--- src/rtl/vga_scanout.sv ---
// vga_scanout: read side of the painter frame buffers.
// Produces 640x480@60 VGA timing from the system clock via a pixel-enable
// divider, issues downscaled frame-buffer read addresses, and drives
// registered hsync/vsync/RGB plus vblank and a vblank_start strobe.
// Optional feature macro: SPECIAL_OVERLAY_EN adds sp_addr/sp_data; a nonzero
// special-buffer pixel overrides the R/G/B buffers inside the visible window.
module vga_scanout #(
  parameter int unsigned CLK_DIV     = 2,
  parameter int unsigned H_VIS       = 640,
  parameter int unsigned H_FP        = 16,
  parameter int unsigned H_SYNC      = 96,
  parameter int unsigned H_BP        = 48,
  parameter int unsigned V_VIS       = 480,
  parameter int unsigned V_FP        = 10,
  parameter int unsigned V_SYNC      = 2,
  parameter int unsigned V_BP        = 33,
  parameter int unsigned SCALE_SHIFT = 2,
  parameter int unsigned FB_W        = 160,
  parameter int unsigned ADDR_W      = 16
) (
  input  logic              clk,
  input  logic              reset,
  output logic [ADDR_W-1:0] fb_addr,
  input  logic              fb_r,
  input  logic              fb_g,
  input  logic              fb_b,
  output logic              hsync,
  output logic              vsync,
  output logic              red,
  output logic              green,
  output logic              blue,
  output logic              vblank,
  output logic              vblank_start
`ifdef SPECIAL_OVERLAY_EN
  ,
  output logic [10:0]       sp_addr,
  input  logic [2:0]        sp_data
`endif
);

  localparam int unsigned H_TOTAL   = H_VIS + H_FP + H_SYNC + H_BP;
  localparam int unsigned V_TOTAL   = V_VIS + V_FP + V_SYNC + V_BP;
  localparam int unsigned H_W       = $clog2(H_TOTAL);
  localparam int unsigned V_W       = $clog2(V_TOTAL);
  localparam int unsigned DIV_W     = (CLK_DIV > 2) ? $clog2(CLK_DIV) : 1;
  localparam int unsigned HS_START  = H_VIS + H_FP;
  localparam int unsigned HS_END    = H_VIS + H_FP + H_SYNC;
  localparam int unsigned VS_START  = V_VIS + V_FP;
  localparam int unsigned VS_END    = V_VIS + V_FP + V_SYNC;
  localparam int unsigned ROW_LINES = 1 << SCALE_SHIFT;

  logic [DIV_W-1:0]  divCnt;
  logic              pixEn;
  logic [H_W-1:0]    hCnt;
  logic [H_W-1:0]    hNext;
  logic [V_W-1:0]    vCnt;
  logic [V_W-1:0]    vNext;
  logic              hWrap;
  logic              vWrap;
  logic [31:0]       vInc;
  logic              rowStep;
  logic              lineVis;
  logic              hsRaw;
  logic              vsRaw;
  logic [ADDR_W-1:0] rowBase;
  logic [ADDR_W-1:0] addrNext;
  logic              vbStartNext;
  logic              visD;
  logic              hsRawD;
  logic              vsRawD;
  logic [2:0]        pixColour;

  // Next-state decode for the divider, raster counters and address stepping.
  always_comb begin
    pixEn       = (divCnt == DIV_W'(CLK_DIV - 1));
    hWrap       = (32'(hCnt) == H_TOTAL - 1);
    vWrap       = (32'(vCnt) == V_TOTAL - 1);
    hNext       = hWrap ? '0 : hCnt + H_W'(1);
    vNext       = vCnt;
    if (hWrap) begin
      vNext = vWrap ? '0 : vCnt + V_W'(1);
    end
    vInc        = 32'(vCnt) + 32'd1;
    rowStep     = hWrap && ((vInc & (ROW_LINES - 1)) == 32'd0) && (vInc < V_VIS);
    lineVis     = (32'(hCnt) < H_VIS) && (32'(vCnt) < V_VIS);
    hsRaw       = !((32'(hCnt) >= HS_START) && (32'(hCnt) < HS_END));
    vsRaw       = !((32'(vCnt) >= VS_START) && (32'(vCnt) < VS_END));
    addrNext    = rowBase + ADDR_W'(hCnt >> SCALE_SHIFT);
    vbStartNext = pixEn && hWrap && (32'(vCnt) == V_VIS - 1);
  end

  // Pixel-enable divider: one pixel tick every CLK_DIV system clocks.
  always_ff @(posedge clk) begin
    if (reset) begin
      divCnt <= '0;
    end else if (pixEn) begin
      divCnt <= '0;
    end else begin
      divCnt <= divCnt + DIV_W'(1);
    end
  end

  // Horizontal and vertical raster counters.
  always_ff @(posedge clk) begin
    if (reset) begin
      hCnt <= '0;
      vCnt <= '0;
    end else if (pixEn) begin
      hCnt <= hNext;
      vCnt <= vNext;
    end
  end

  // Frame-buffer address: row base steps by FB_W every 2^SCALE_SHIFT lines,
  // and the address holds its last visible value through blanking.
  always_ff @(posedge clk) begin
    if (reset) begin
      rowBase <= '0;
      fb_addr <= '0;
    end else if (pixEn) begin
      if (lineVis) begin
        fb_addr <= addrNext;
      end
      if (hWrap && vWrap) begin
        rowBase <= '0;
      end else if (rowStep) begin
        rowBase <= rowBase + ADDR_W'(FB_W);
      end
    end
  end

`ifdef SPECIAL_OVERLAY_EN
  localparam int unsigned SP_W     = 11;
  localparam int unsigned SP_PITCH = 40;
  localparam int unsigned SP_SHIFT = 4;
  localparam int unsigned SP_LINES = 1 << SP_SHIFT;

  logic [SP_W-1:0] spRowBase;
  logic            spStep;

  assign spStep = hWrap && ((vInc & (SP_LINES - 1)) == 32'd0) && (vInc < V_VIS);

  // Special-buffer address: 16x16 tiles, 40 tiles per row, same hold rule.
  always_ff @(posedge clk) begin
    if (reset) begin
      spRowBase <= '0;
      sp_addr   <= '0;
    end else if (pixEn) begin
      if (lineVis) begin
        sp_addr <= spRowBase + SP_W'(hCnt >> SP_SHIFT);
      end
      if (hWrap && vWrap) begin
        spRowBase <= '0;
      end else if (spStep) begin
        spRowBase <= spRowBase + SP_W'(SP_PITCH);
      end
    end
  end
`endif

  // Stage 1: visibility and raw sync levels aligned with the issued address.
  always_ff @(posedge clk) begin
    if (reset) begin
      visD   <= 1'b0;
      hsRawD <= 1'b1;
      vsRawD <= 1'b1;
    end else if (pixEn) begin
      visD   <= lineVis;
      hsRawD <= hsRaw;
      vsRawD <= vsRaw;
    end
  end

  // Pixel colour select; blanked outside the visible window.
  always_comb begin
    pixColour = {fb_r, fb_g, fb_b};
`ifdef SPECIAL_OVERLAY_EN
    if (sp_data != 3'b000) begin
      pixColour = sp_data;
    end
`endif
    if (!visD) begin
      pixColour = 3'b000;
    end
  end

  // Stage 2: registered pins, sync and colour from the same raster position.
  always_ff @(posedge clk) begin
    if (reset) begin
      hsync <= 1'b1;
      vsync <= 1'b1;
      red   <= 1'b0;
      green <= 1'b0;
      blue  <= 1'b0;
    end else if (pixEn) begin
      hsync <= hsRawD;
      vsync <= vsRawD;
      {red, green, blue} <= pixColour;
    end
  end

  // Vertical blank level follows the line the counters are moving to.
  always_ff @(posedge clk) begin
    if (reset) begin
      vblank <= 1'b0;
    end else if (pixEn) begin
      vblank <= (32'(vNext) >= V_VIS);
    end
  end

  // One-clock strobe on the edge where the counter enters line V_VIS.
  always_ff @(posedge clk) begin
    if (reset) begin
      vblank_start <= 1'b0;
    end else begin
      vblank_start <= vbStartNext;
    end
  end

endmodule

--- config.mk ---
export PLATFORM = sky130hd
export DESIGN_NAME = vga_scanout
export DESIGN_NICKNAME = d
export VERILOG_FILES = /design/src/rtl/vga_scanout.sv
export SDC_FILE = /design/constraint.sdc
export NUM_CORES = 1
export LEC_CHECK = 0
export ABC_AREA = 1
export BUFFER_PORTS_ARGS = -buffer_cell sky130_fd_sc_hd__buf_2
export CAP_MARGIN = 20
export CELL_PAD_IN_SITES_DETAIL_PLACEMENT = 2
export CELL_PAD_IN_SITES_GLOBAL_PLACEMENT = 2
export CORE_ASPECT_RATIO = 1.5
export CORE_MARGIN = 3
export CORE_UTILIZATION = 25
export CTS_CLUSTER_DIAMETER = 200
export DETAILED_ROUTE_END_ITERATION = 6
export GPL_TIMING_DRIVEN = 0
export PLACE_DENSITY = 0.61
export SYNTH_ARGS = -nofsm -noshare
export SYNTH_HDL_FRONTEND = slang
export SYNTH_SLANG_ARGS = --single-unit
export TNS_END_PERCENT = 1
--- constraint.sdc ---
create_clock -name clk -period 2.4 [get_ports clk]
set_clock_uncertainty 0.2 [all_clocks]
set_input_delay 0.12 -clock clk [delete_from_list [all_inputs] [get_ports clk]]
set_output_delay 0.12 -clock clk [all_outputs]
set_load 0.02 [all_outputs]
Yosys cells after proc, flatten, opt, wreduce, memory -nomap -nowiden

Cells that the tools add are included.

Add/sub/neg operators: 6
Magnitude comparators: 8
Eq/ne operators: 3
Multiplexer cells: 6
Reductions and logical operators: 15

Operator list:

| kind                    | count |
|---|---|
| $logic_not A32 Y1       | 1 |
| $mux W16                | 2 |
| $mux W10                | 3 |
| $add A10 B1 Y10 const B | 2 |
| $eq A10 B10 Y1 const B  | 2 |
| $ge A10 B9 Y1 const B   | 2 |
| $lt A10 B10 Y1 const B  | 2 |
| $lt A10 B9 Y1 const B   | 2 |
| $add A16 B8 Y16         | 1 |
| $add A16 B8 Y16 const B | 1 |
| $add A10 B1 Y11 const B | 1 |
| $lt A11 B9 Y1 const B   | 1 |
| $eq A10 B9 Y1 const B   | 1 |
| $ge A10 B10 Y1 const B  | 1 |
| $logic_and A1 B1 Y1     | 8 |
| $reduce_and A2 Y1       | 2 |
| $mux W3                 | 1 |
| $logic_not A1 Y1        | 2 |
| $reduce_bool A2 Y1      | 1 |
| $reduce_or A2 Y1        | 1 |
| $add A1 B1 Y1 const B   | 1 |

Register bits: 63
Bits of input ports: 5
Word-level logic and storage cells: 53

Logic depth before layout (Yosys ltp)

Gate-level depths: netlist of run 1.

Depth after elaboration: 6
Depth in mapped cells: 13

Worst setup path before layout of run 1

No wires, ideal clock.

Kind: reg2reg
Start point: register vCnt[0]
End point: register rowBase[10]
Arrival time: 1643 ps
Required time: 2086 ps
Slack: 444 ps
Stages on the path, launching flop included: 12
Path buffers: 1
Cell sequence: dfxtp_1 > ha_1 > nand3_2 > o21bai_1 > nand2_1 > nor2_1 > nand3_2 > nand2_4 > nand2_4 > buf_8 > a21oi_1 > nor2_1

Word-level cells in the longest chain between the ends: 6

Ends and longest elaborated chain:

| item                                                    | line | source |
|---|---|---|
| start: declaration                                      | 56   | `logic [V_W-1:0] vCnt;` |
| start signal: assignment                                | 110  | `vCnt <= vNext;` |
| branches (longest 6 deep; another with $add A10 B1 Y11) | n/a  |  |
| end signal: assignment                                  | 127  | `rowBase <= rowBase + ADDR_W'(FB_W);` |
| end: declaration                                        | 65   | `logic [ADDR_W-1:0] rowBase;` |

Parallel ways; which one is timed is not known.
A chain may end at the register's enable or synchronous reset.

Worst setup path in the final report of run 1

Ends and elaborated chain as after synthesis.

==> impl_results.rst, run 1 <==
.. list-table::
   :header-rows: 1

   * - Metric
     - Value
   * - Result of the run
     - finished clean
   * - Beginning of the worst register-to-register path
     - vCnt[0]
   * - Pin count of the biggest net entering global routing
     - 11
   * - Fin. Hold Viols
     - 0
   * - Initial core utilization
     - 0.2568
   * - Count of synthesis-stage warnings from yosys
     - 0
   * - Clock latency on the worst-skew pair
     - 0.33 ns
   * - Register-to-register path setup slack
     - 0.21 ns
   * - Number of antenna repair diodes
     - 0
   * - Core Area
     - 12080 µm²
   * - First-pass GRT wire length
     - 17260 µm
   * - Critical path endpoint category
     - register
   * - FFs w/ async S/R, synth
     - 0
   * - Count of buffers from port buffering
     - 26
   * - Clock H-tree levels
     - 3
   * - Final cell count without fillers
     - 635
   * - Fmax
     - 0.4563 GHz
   * - Class of the most critical hold timing path
     - input port to register
   * - Top-level port count
     - 28
   * - Portion of the post-synthesis area used by sequential elements
     - 0.3743
   * - Synth area leaders
     - sky130_fd_sc_hd__dfxtp_1 37%, sky130_fd_sc_hd__nand2_1 11%, sky130_fd_sc_hd__nor2_1 6.8%
   * - Antenna violations before repair
     - 0
   * - Via count normalized by instance count
     - 4.764
   * - Placer Congestion
     - 0.7930
   * - Fraction of final layout cells with drive strength greater than 1
     - 0.1473
   * - Detail Placement HPWL
     - 8090 µm
   * - Remaining max-slew budget at the tightest pin
     - 0.4551
   * - Total clock sinks
     - 58
   * - Area grow syn2layout
     - 22.47%
   * - Layout Nets
     - 491
   * - Count of endpoints failing setup in the final report
     - 0
   * - Root cell of the clock tree
     - sky130_fd_sc_hd__clkbuf_16
   * - Die W
     - 96.95 µm
   * - Post-synth top flop
     - sky130_fd_sc_hd__dfxtp_1
   * - Max VDD drop
     - 0.2436 mV
   * - Pre-antenna DRT Iters
     - 4
   * - Syn avg cell area
     - 7.098 µm²
   * - Top-count cell post-synth
     - sky130_fd_sc_hd__nand2_1
   * - Number of vias after detailed routing
     - 3025
   * - Mapped cell area
     - 3102 µm²
   * - Top post-synthesis cells by count
     - 94 x sky130_fd_sc_hd__nand2_1, 58 x sky130_fd_sc_hd__dfxtp_1, 56 x sky130_fd_sc_hd__nor2_1, 53 x sky130_fd_sc_hd__inv_1, 34 x sky130_fd_sc_hd__nand3_1
   * - Worst Tran Pin Value
     - 0.8144 ns
   * - Row count
     - 49
   * - Maximum clock path buffer count
     - 2
   * - Post-route clock period utilization
     - 0.9131
   * - MaxCap Viol Count
     - 0
   * - Antenna-violating nets left
     - 0
   * - Maximum fanout along the worst path
     - 10
   * - Overall overflow remaining after global route
     - 0
   * - Kind of launch point of the worst setup path
     - register
   * - Ratio of total power to cell area
     - 669.7 nW/µm²
   * - Synth top area share
     - 0.3743
   * - Setup repair after global routing missed its margin
     - false
   * - #FFs+latches synth
     - 58
   * - Global routing usage summed across all routing layers
     - 0.1578
   * - Max Slew Vio Count
     - 0
   * - Total design power
     - 2544 µW
   * - Library cells used by synthesis
     - 41
   * - Arrival time at the worst endpoint
     - 2.21 ns
   * - Area of the die
     - 13810 µm²
   * - Library cell occupying the most area in the post-synthesis netlist
     - sky130_fd_sc_hd__dfxtp_1
   * - Wire length per cell after detailed routing
     - 16.52 µm
   * - Die Y-Extent
     - 142.4 µm
   * - Synthesized netlist net count
     - 451
   * - Wirelength, routed
     - 10490 µm
   * - Post-Syn Instances
     - 437
   * - Final critical-path required period
     - 2.191 ns
   * - Post-synth EDFFs
     - 0
   * - TritonCTS clock tree
     - done
   * - Leakage power summed over all cells
     - 0.001582 µW
   * - Placed instance area
     - 3423 µm²
   * - Launch point of the critical path
     - vCnt[0]
   * - Number of buffers inserted during clock tree synthesis
     - 9
   * - Vias in the first global route
     - 3400
   * - Capturing element of the worst setup path
     - rowBase[10]
   * - Cell total after placement
     - 616
   * - FF-to-FF End
     - rowBase[10]
   * - Drt initial violations
     - 56
   * - Post-CTS clock slew at the launch and capture registers of the worst setup and hold paths
     - 0.06 ns
   * - Post-detailed-route DRC marker count
     - 0
   * - Non-Filler Cell Area, Final
     - 3799 µm²
   * - Number of cells on the worst reg-to-reg path
     - 11
   * - Crit Path Class
     - register to register
   * - Required @ worst endpoint
     - 2.42 ns
==> power by group <==
part	total [µW]	switching, µW	internal [µW]	leakage (µW)
clock network	1410	477	934	0.000156
registers	997	12.1	985	0.000472
logic	136	95.9	40.1	0.000955
==> how the worst min path moves through the flow <==
| stage | start | end | cells after the start |
|---|---|---|---|
| 2_1_floorplan | fb_b | blue | 1 |
| 3_3_place_gp | fb_g | green | 2 |
| 3_5_place_dp | fb_g | green | 2 |
| 4_1_cts | reset | visD | 2 |
| 5_1_grt | reset | visD | 2 |
| 6_report | reset | visD | 2 |
==> worst max-delay path, stage by stage (launching register included) <==
cell and delay (ns):
sky130_fd_sc_hd__dfxtp_2 0.39, sky130_fd_sc_hd__ha_4 0.18, sky130_fd_sc_hd__nand3_2 0.13, sky130_fd_sc_hd__o21bai_1 0.16, sky130_fd_sc_hd__nand2_1 0.15, sky130_fd_sc_hd__nor2_2 0.16
sky130_fd_sc_hd__nand3_2 0.15, sky130_fd_sc_hd__nand2_4 0.14, sky130_fd_sc_hd__nand2_4 0.09, sky130_fd_sc_hd__buf_8 0.16, sky130_fd_sc_hd__a21oi_1 0.13, sky130_fd_sc_hd__nor2_1 0.05
==> cells by family after synthesis <==
family,after synthesis,synth area share
AO/OA/AOI/OAI,74,0.1404
XOR/XNOR,14,0.03953
adder cells (fa/ha/maj),9,0.03631
buffers and inverters,64,0.08269
flip-flops,58,0.3743
multiplexers,1,0.003227
other,1,0.001209
AND/OR/NAND/NOR,216,0.3223
==> metrics by stage <==
step           setup WS (ns)  hold slack [ns]  TNS (ns)    util
2_1_floorplan         0.4436          0.08813         0       -
3_3_place_gp        -0.08366           0.1742   -0.1308  0.2834
3_5_place_dp        -0.07336           0.1931   -0.1057  0.2834
4_1_cts              0.02216          0.06418         0  0.3126
5_1_grt              0.01259           0.1225         0  0.3145
6_report              0.2085          0.03474         0  0.3145
==> timing repair <==
item	CTS	global route
hold buffers	3	0
endpoints found under the setup margin	12	8
endpoints found under the hold margin	3	0
buffers inserted	0	0
gates resized for setup	1	6
==> area by class of cell <==
class	instances	area, µm²
well taps	153	191.4
clock buffers	11	242.7
flip-flops and latches	58	1164
clock inverters	5	77.57
repair buffers	29	160.2
plain buffers	9	50.05
fillers	1444	8279
inverters	55	206.4
multi-input cells	315	1707
==> registers in the layout, indices dropped and copies added, names as in the netlist, 10 cells and up <==
| signal | count |
|---|---|
| rowBase | 11 |
| fb_addr | 16 |
| vCnt | 10 |
| hCnt | 10 |
==> layer usage <==
| layer | GRT usage | part of all wire | vias up |
|---|---|---|---|
| met3 | 0.02894 | 0.020 | 10 |
| met4 | 0.04808 | 0.016 | 0 |
| met5 | 0 | 0 | - |
| met2 | 0.3199 | 0.57 | 26 |
| li1 | - | - | 1503 |
| met1 | 0.1610 | 0.39 | 1486 |
==> cell usage in the layout (no fill, tap or decap), types with 4 or more instances in the layout <==
cell                        count
sky130_fd_sc_hd__nand2_1       94
sky130_fd_sc_hd__inv_1         53
sky130_fd_sc_hd__a21oi_1       26
sky130_fd_sc_hd__clkbuf_16      9
sky130_fd_sc_hd__ha_1           8
sky130_fd_sc_hd__nor3_1         6
sky130_fd_sc_hd__nor2_2         5
sky130_fd_sc_hd__nor2_1        54
sky130_fd_sc_hd__o211ai_1       4
sky130_fd_sc_hd__xor2_1        13
sky130_fd_sc_hd__dfxtp_1       56
sky130_fd_sc_hd__clkbuf_1       5
sky130_fd_sc_hd__nand3_1       34
sky130_fd_sc_hd__buf_2         30
sky130_fd_sc_hd__o21ai_0       26
sky130_fd_sc_hd__a32o_1         4
(Power assumes the default switching activity.)
==> run 2: changes to the inputs <==
--- a/config.mk
+++ b/config.mk
@@ -11,7 +11,6 @@
 export CELL_PAD_IN_SITES_DETAIL_PLACEMENT = 2
 export CELL_PAD_IN_SITES_GLOBAL_PLACEMENT = 2
 export CORE_ASPECT_RATIO = 1.5
-export CORE_MARGIN = 3
 export CORE_UTILIZATION = 25
 export CTS_CLUSTER_DIAMETER = 200
 export DETAILED_ROUTE_END_ITERATION = 6
==> constraint.sdc (replaced) <==
create_clock -name clk -period 2.4 [get_ports clk]
set_clock_uncertainty 0.2 [all_clocks]
set_input_delay 0.24 -clock clk [delete_from_list [all_inputs] [get_ports clk]]
set_output_delay 0.24 -clock clk [all_outputs]
set_load 0.02 [all_outputs]
==> impl_results.rst, run 2 (same netlist as run 1, synthesis figures left out) <==
.. list-table::
   :header-rows: 1

   * - Metric
     - Value
   * - Area of the die
     - 12870 µm²
   * - NetSw
     - 627.6 µW
   * - Total design power
     - 2570 µW
   * - GR Util met2
     - 0.3351
   * - Required @ worst endpoint
     - 2.42 ns
   * - Number of buffers inserted during clock tree synthesis
     - 9
   * - Worst Tran Pin Value
     - 0.8488 ns
   * - Drt initial violations
     - 62
   * - Area grow syn2layout
     - 22.75%
   * - Final sum of negative setup slack
     - 0 ns
   * - Beginning of the worst register-to-register path
     - vCnt[1]
   * - Leakage power summed over all cells
     - 0.001583 µW
   * - First-pass GRT wire length
     - 17220 µm
   * - Core Area
     - 12020 µm²
   * - Detail Placement HPWL
     - 7962 µm
   * - Crit Path Class
     - register to register
   * - Post-detailed-route DRC marker count
     - 0
   * - Largest Register
     - fb_addr
   * - Largest register FFs
     - 16
   * - Top-level port count
     - 28
   * - Number of vias after detailed routing
     - 3038
   * - Met3 GRT Util
     - 0.03300
   * - Result of the run
     - finished clean
   * - Maximum fanout along the worst path
     - 10
   * - Cell internal pwr
     - 1943 µW
   * - Count of buffers from port buffering
     - 26
   * - Peak-usage layer in the global routing report
     - met2
   * - Hold Path End
     - visD
   * - Initial core utilization
     - 0.2581
   * - Class of the most critical hold timing path
     - input port to register
   * - FF-to-FF End
     - rowBase[10]
   * - Setup repair after global routing missed its margin
     - false
   * - Clock share of power
     - 0.559
   * - Via count normalized by instance count
     - 4.784
   * - Maximum clock path buffer count
     - 2
   * - Antenna-violating nets left
     - 0
   * - Fill cell count
     - 1458
   * - Die W
     - 92.95 µm
   * - Remaining max-slew budget at the tightest pin
     - 0.4320
   * - Row count
     - 49
   * - Pin count of the biggest net entering global routing
     - 13
   * - Arrival time at the worst endpoint
     - 2.24 ns
   * - TritonCTS clock tree
     - done
   * - Total clock sinks
     - 58
   * - Post-route clock period utilization
     - 0.9233
   * - Number of antenna repair diodes
     - 0
   * - Placer Congestion
     - 0.7980
   * - Overall overflow remaining after global route
     - 0
   * - Fraction of final layout cells with drive strength greater than 1
     - 0.1452
   * - Fin. Hold Viols
     - 0
   * - Fmax
     - 0.4513 GHz
   * - Final cell count without fillers
     - 635
   * - Most frequent standard cell in the layout excluding fill and tap cells
     - sky130_fd_sc_hd__nand2_1
   * - Vias in the first global route
     - 3396
   * - Pre-antenna DRT Iters
     - 4
   * - Met1 GRT Util
     - 0.1833
   * - Most used cells in the layout excluding fill and tap cells
     - 94 x sky130_fd_sc_hd__nand2_1, 57 x sky130_fd_sc_hd__dfxtp_1, 55 x sky130_fd_sc_hd__nor2_1, 53 x sky130_fd_sc_hd__inv_1, 34 x sky130_fd_sc_hd__nand3_1
   * - Combinational fraction of design power
     - 0.054
   * - Clock H-tree levels
     - 3
   * - Antenna violations before repair
     - 0
   * - Critical path endpoint category
     - register
   * - Die Y-Extent
     - 138.4 µm
   * - Root cell of the clock tree
     - sky130_fd_sc_hd__clkbuf_16
   * - Global routing usage summed across all routing layers
     - 0.1748
   * - Number of cells on the worst reg-to-reg path
     - 11
   * - Max Slew Vio Count
     - 0
   * - Buffers inserted by post-CTS timing repair
     - 0
   * - Ratio of total power to cell area
     - 675.1 nW/µm²
   * - Clock latency on the worst-skew pair
     - 0.33 ns
   * - Switching Share
     - 0.2442
   * - Wire length per cell after detailed routing
     - 16.28 µm
   * - Max VDD drop
     - 0.3428 mV
   * - Wirelength, routed
     - 10340 µm
   * - Layout Nets
     - 491
   * - Sequential share of power
     - 0.388
   * - Hold Crit Depth
     - 2
   * - MaxCap Viol Count
     - 0
   * - Worst Min Path Start
     - reset
   * - Count of endpoints failing setup in the final report
     - 0
   * - Post-CTS clock slew at the launch and capture registers of the worst setup and hold paths
     - 0.06 ns
   * - Register-to-register path setup slack
     - 0.18 ns
   * - Kind of launch point of the worst setup path
     - register
   * - Registers with the most flip-flops
     - fb_addr (16), rowBase (11)
   * - Cell total after placement
     - 616
   * - Final critical-path required period
     - 2.216 ns
## run 2: metal layers
layer  wire length [µm]  part of all wire
met5                  0                 0
met4                253             0.024
met3                201             0.019
met2               5674              0.55
met1               4206              0.41
## run 2: what timing repair did
action	4_1_cts	5_1_grt
endpoints found under the hold margin	3	0
hold buffers	3	0
resized for setup	1	5
endpoints found under the setup margin	12	9
## run 2: area by class of cell
cell class | count | area [µm²] | area share
timing repair buffer | 29 | 160.2 | 0.04206
clock inverter | 7 | 102.6 | 0.02695
inverter | 55 | 206.4 | 0.05422
sequential | 58 | 1162 | 0.3053
clock buffer | 9 | 225.2 | 0.05915
tap | 153 | 191.4 | 0.05028
buffer | 9 | 50.05 | 0.01314
multi-input combinational | 315 | 1709 | 0.4489
## run 2: how the worst max path moves through the flow
stage	start	to	slack, ns
after floorplan	vCnt[0]	rowBase[10]	0.44
after global placement	divCnt	fb_addr[14]	-0.05
after detailed placement	divCnt	fb_addr[10]	-0.04
after CTS	vCnt[0]	rowBase[10]	0.005
after global routing	vCnt[1]	rowBase[12]	0.007
final	vCnt[1]	rowBase[10]	0.18
## run 2: power by group through the flow
stage	clock network, µW	registers [µW]	logic (µW)
6_report	1440	996	138
2_1_floorplan	0	1040	62.7
5_1_grt	1520	998	154
4_1_cts	1480	996	142
3_5_place_dp	0	1020	137
3_3_place_gp	0	1020	135
## run 2: per-stage QoR
| stage | instance area, µm² | hold slack (ns) | worst slack [ns] | utilization |
|---|---|---|---|---|
| 3_3_place_gp | 3423 | 0.2431 | -0.05284 | 0.2849 |
| 6_report | 3807 | 0.1732 | 0.1842 | 0.3168 |
| 2_1_floorplan | 3102 | 0.2081 | 0.4436 | - |
| 5_1_grt | 3807 | 0.2068 | 0.006553 | 0.3168 |
| 3_5_place_dp | 3423 | 0.2610 | -0.03953 | 0.2849 |
| 4_1_cts | 3784 | 0.1748 | 0.005299 | 0.3149 |
## run 2: worst max-delay path: stages, from the launching register on
cell and delay [ns]:
sky130_fd_sc_hd__dfxtp_1 0.41, sky130_fd_sc_hd__ha_4 0.20, sky130_fd_sc_hd__nand3_2 0.13, sky130_fd_sc_hd__nor2_1 0.20, sky130_fd_sc_hd__nand3_1 0.10, sky130_fd_sc_hd__nand2_1 0.15, sky130_fd_sc_hd__nand3_2 0.16, sky130_fd_sc_hd__nand2_4 0.13
sky130_fd_sc_hd__nand2_4 0.09, sky130_fd_sc_hd__buf_8 0.16, sky130_fd_sc_hd__a21oi_1 0.12, sky130_fd_sc_hd__nor2_1 0.05
==> run 3: changes to the inputs <==
--- a/config.mk
+++ b/config.mk
@@ -7,7 +7,7 @@
 export LEC_CHECK = 0
 export ABC_AREA = 1
 export BUFFER_PORTS_ARGS = -buffer_cell sky130_fd_sc_hd__buf_2
-export CAP_MARGIN = 20
+export CAP_MARGIN = 30
 export CELL_PAD_IN_SITES_DETAIL_PLACEMENT = 2
 export CELL_PAD_IN_SITES_GLOBAL_PLACEMENT = 2
 export CORE_ASPECT_RATIO = 1.5
@@ -15,6 +15,7 @@
 export CTS_CLUSTER_DIAMETER = 200
 export DETAILED_ROUTE_END_ITERATION = 6
 export GPL_TIMING_DRIVEN = 0
+export HOLD_SLACK_MARGIN = 0.08
 export PLACE_DENSITY = 0.61
 export SYNTH_ARGS = -nofsm -noshare
 export SYNTH_HDL_FRONTEND = slang
==> constraint.sdc (replaced) <==
create_clock -name clk -period 2.4 [get_ports clk]
set_clock_uncertainty 0.2 [all_clocks]
set_input_delay 0.48 -clock clk [delete_from_list [all_inputs] [get_ports clk]]
set_output_delay 0.48 -clock clk [all_outputs]
set_load 0.02 [all_outputs]
==> impl_results.rst, run 3 (same netlist as run 1, synthesis figures left out) <==
.. list-table::
   :header-rows: 1

   * - Metric
     - Value
   * - Fin. Hold Viols
     - 0
   * - MaxCap Viol Count
     - 0
   * - Non-Filler Cell Area, Final
     - 3777 µm²
   * - Pre-antenna DRT Iters
     - 4
   * - Vias in the first global route
     - 3362
   * - Antenna-violating nets left
     - 0
   * - Wire length per cell after detailed routing
     - 16.27 µm
   * - Worst Tran Pin Value
     - 0.7915 ns
   * - Total clock sinks
     - 58
   * - Count of buffers from port buffering
     - 26
   * - Number of vias after detailed routing
     - 3018
   * - Class of the most critical hold timing path
     - input port to register
   * - Largest register FFs
     - 16
   * - Max VDD drop
     - 0.3434 mV
   * - Registers with the most flip-flops
     - fb_addr (16), rowBase (11)
   * - Count of endpoints failing setup in the final report
     - 0
   * - Result of the run
     - finished clean
   * - Post-route clock period utilization
     - 0.9223
   * - Area of the die
     - 12870 µm²
   * - Maximum clock path buffer count
     - 2
   * - Die Y-Extent
     - 138.4 µm
   * - Placed instance area
     - 3423 µm²
   * - Arrival time at the worst endpoint
     - 2.24 ns
   * - Fraction of final layout cells with drive strength greater than 1
     - 0.1461
   * - Drt initial violations
     - 57
   * - Clock latency on the worst-skew pair
     - 0.33 ns
   * - Post-detailed-route DRC marker count
     - 0
   * - Row count
     - 49
   * - Clock H-tree levels
     - 3
   * - Ratio of total power to cell area
     - 679.8 nW/µm²
   * - First-pass GRT wire length
     - 17080 µm
   * - Area grow syn2layout
     - 21.78%
   * - Final design utilization
     - 0.3143
   * - Remaining max-slew budget at the tightest pin
     - 0.4704
   * - Post-CTS clock slew at the launch and capture registers of the worst setup and hold paths
     - 0.06 ns
   * - Buffers inserted by post-CTS timing repair
     - 0
   * - Layout Nets
     - 488
   * - Cell total after placement
     - 616
   * - Root cell of the clock tree
     - sky130_fd_sc_hd__clkbuf_16
   * - Leakage power summed over all cells
     - 0.001571 µW
   * - Final cell count without fillers
     - 632
   * - Crit Path Class
     - register to register
   * - Required @ worst endpoint
     - 2.42 ns
   * - Maximum fanout along the worst path
     - 10
   * - Final sum of negative setup slack
     - 0 ns
   * - Setup repair after global routing missed its margin
     - false
   * - Post-cts hold buffer count
     - 0
   * - Core Area
     - 12020 µm²
   * - Overall overflow remaining after global route
     - 0
   * - Via count normalized by instance count
     - 4.775
   * - Detail Placement HPWL
     - 7962 µm
   * - Antenna violations before repair
     - 0
   * - Top-level port count
     - 28
   * - Die W
     - 92.95 µm
   * - Most frequent standard cell in the layout excluding fill and tap cells
     - sky130_fd_sc_hd__nand2_1
   * - Max Slew Vio Count
     - 0
   * - Pin count of the biggest net entering global routing
     - 13
   * - TritonCTS clock tree
     - done
   * - Global routing usage summed across all routing layers
     - 0.1733
   * - Number of antenna repair diodes
     - 0
   * - Fmax
     - 0.4518 GHz
   * - Kind of launch point of the worst setup path
     - register
   * - Final critical-path required period
     - 2.213 ns
   * - Placer Congestion
     - 0.7980
   * - Most used cells in the layout excluding fill and tap cells
     - 94 x sky130_fd_sc_hd__nand2_1, 57 x sky130_fd_sc_hd__dfxtp_1, 55 x sky130_fd_sc_hd__nor2_1, 53 x sky130_fd_sc_hd__inv_1, 34 x sky130_fd_sc_hd__nand3_1
   * - Critical path endpoint category
     - register
   * - Number of buffers inserted during clock tree synthesis
     - 9
   * - Largest Register
     - fb_addr
   * - Wirelength, routed
     - 10280 µm
   * - Initial core utilization
     - 0.2581
-- run 3: metrics by stage --
step           total power [µW]  worst slack [ns]  hold slack, ns
6_report                   2568            0.1865          0.1955
5_1_grt                    2668          0.006553          0.1970
4_1_cts                    2611          0.005299          0.1884
3_5_place_dp               1155          -0.03953          0.2610
3_3_place_gp               1152          -0.05284          0.2431
2_1_floorplan              1099            0.4436          0.2303
-- run 3: timing repair --
item,CTS,global route
resized for setup,1,5
hold endpoints to repair,0,0
setup endpoints to repair,12,9
-- run 3: path summary, 6_finish.rpt --
kind              depth (start not counted)     from     endpoint  slack, ns
setup / recovery                         11  vCnt[1]  rowBase[10]       0.19
hold / removal                            2     fb_g        green       0.20
setup reg to reg                         11  vCnt[1]  rowBase[10]       0.19
hold reg to reg                           1    green        green       0.27
-- run 3: layout make-up --
type / instances / area [µm²]
timing repair buffer: 26 / 130.1
sequential: 58 / 1162
fill: 1461 / 8239
clock inverter: 7 / 102.6
clock buffer: 9 / 225.2
buffer: 9 / 50.05
inverter: 55 / 206.4
tap: 153 / 191.4
multi-input combinational: 315 / 1709
-- run 3: worst max-delay path, stage by stage (launching register included) --
cell	delay, ns
sky130_fd_sc_hd__dfxtp_1	0.41
sky130_fd_sc_hd__ha_4	0.20
sky130_fd_sc_hd__nand3_2	0.13
sky130_fd_sc_hd__nor2_1	0.20
sky130_fd_sc_hd__nand3_1	0.10
sky130_fd_sc_hd__nand2_1	0.15
sky130_fd_sc_hd__nand3_2	0.16
sky130_fd_sc_hd__nand2_4	0.13
sky130_fd_sc_hd__nand2_4	0.09
sky130_fd_sc_hd__buf_8	0.16
sky130_fd_sc_hd__a21oi_1	0.12
sky130_fd_sc_hd__nor2_1	0.05
-- run 3: power by group --
group	leakage (µW)	switching [µW]	internal [µW]
clock network	0.000156	520	918
registers	0.000471	11.6	985
logic	0.000943	96.5	37.3
total	0.00157	628	1940
-- run 3: per-layer routing --
layer	track usage	share of wire	vias to the layer above
li1	-	-	1498
met3	0.03300	0.019	10
met5	0	0	-
met1	0.1823	0.41	1483
met2	0.3340	0.55	27
met4	0.05749	0.020	0
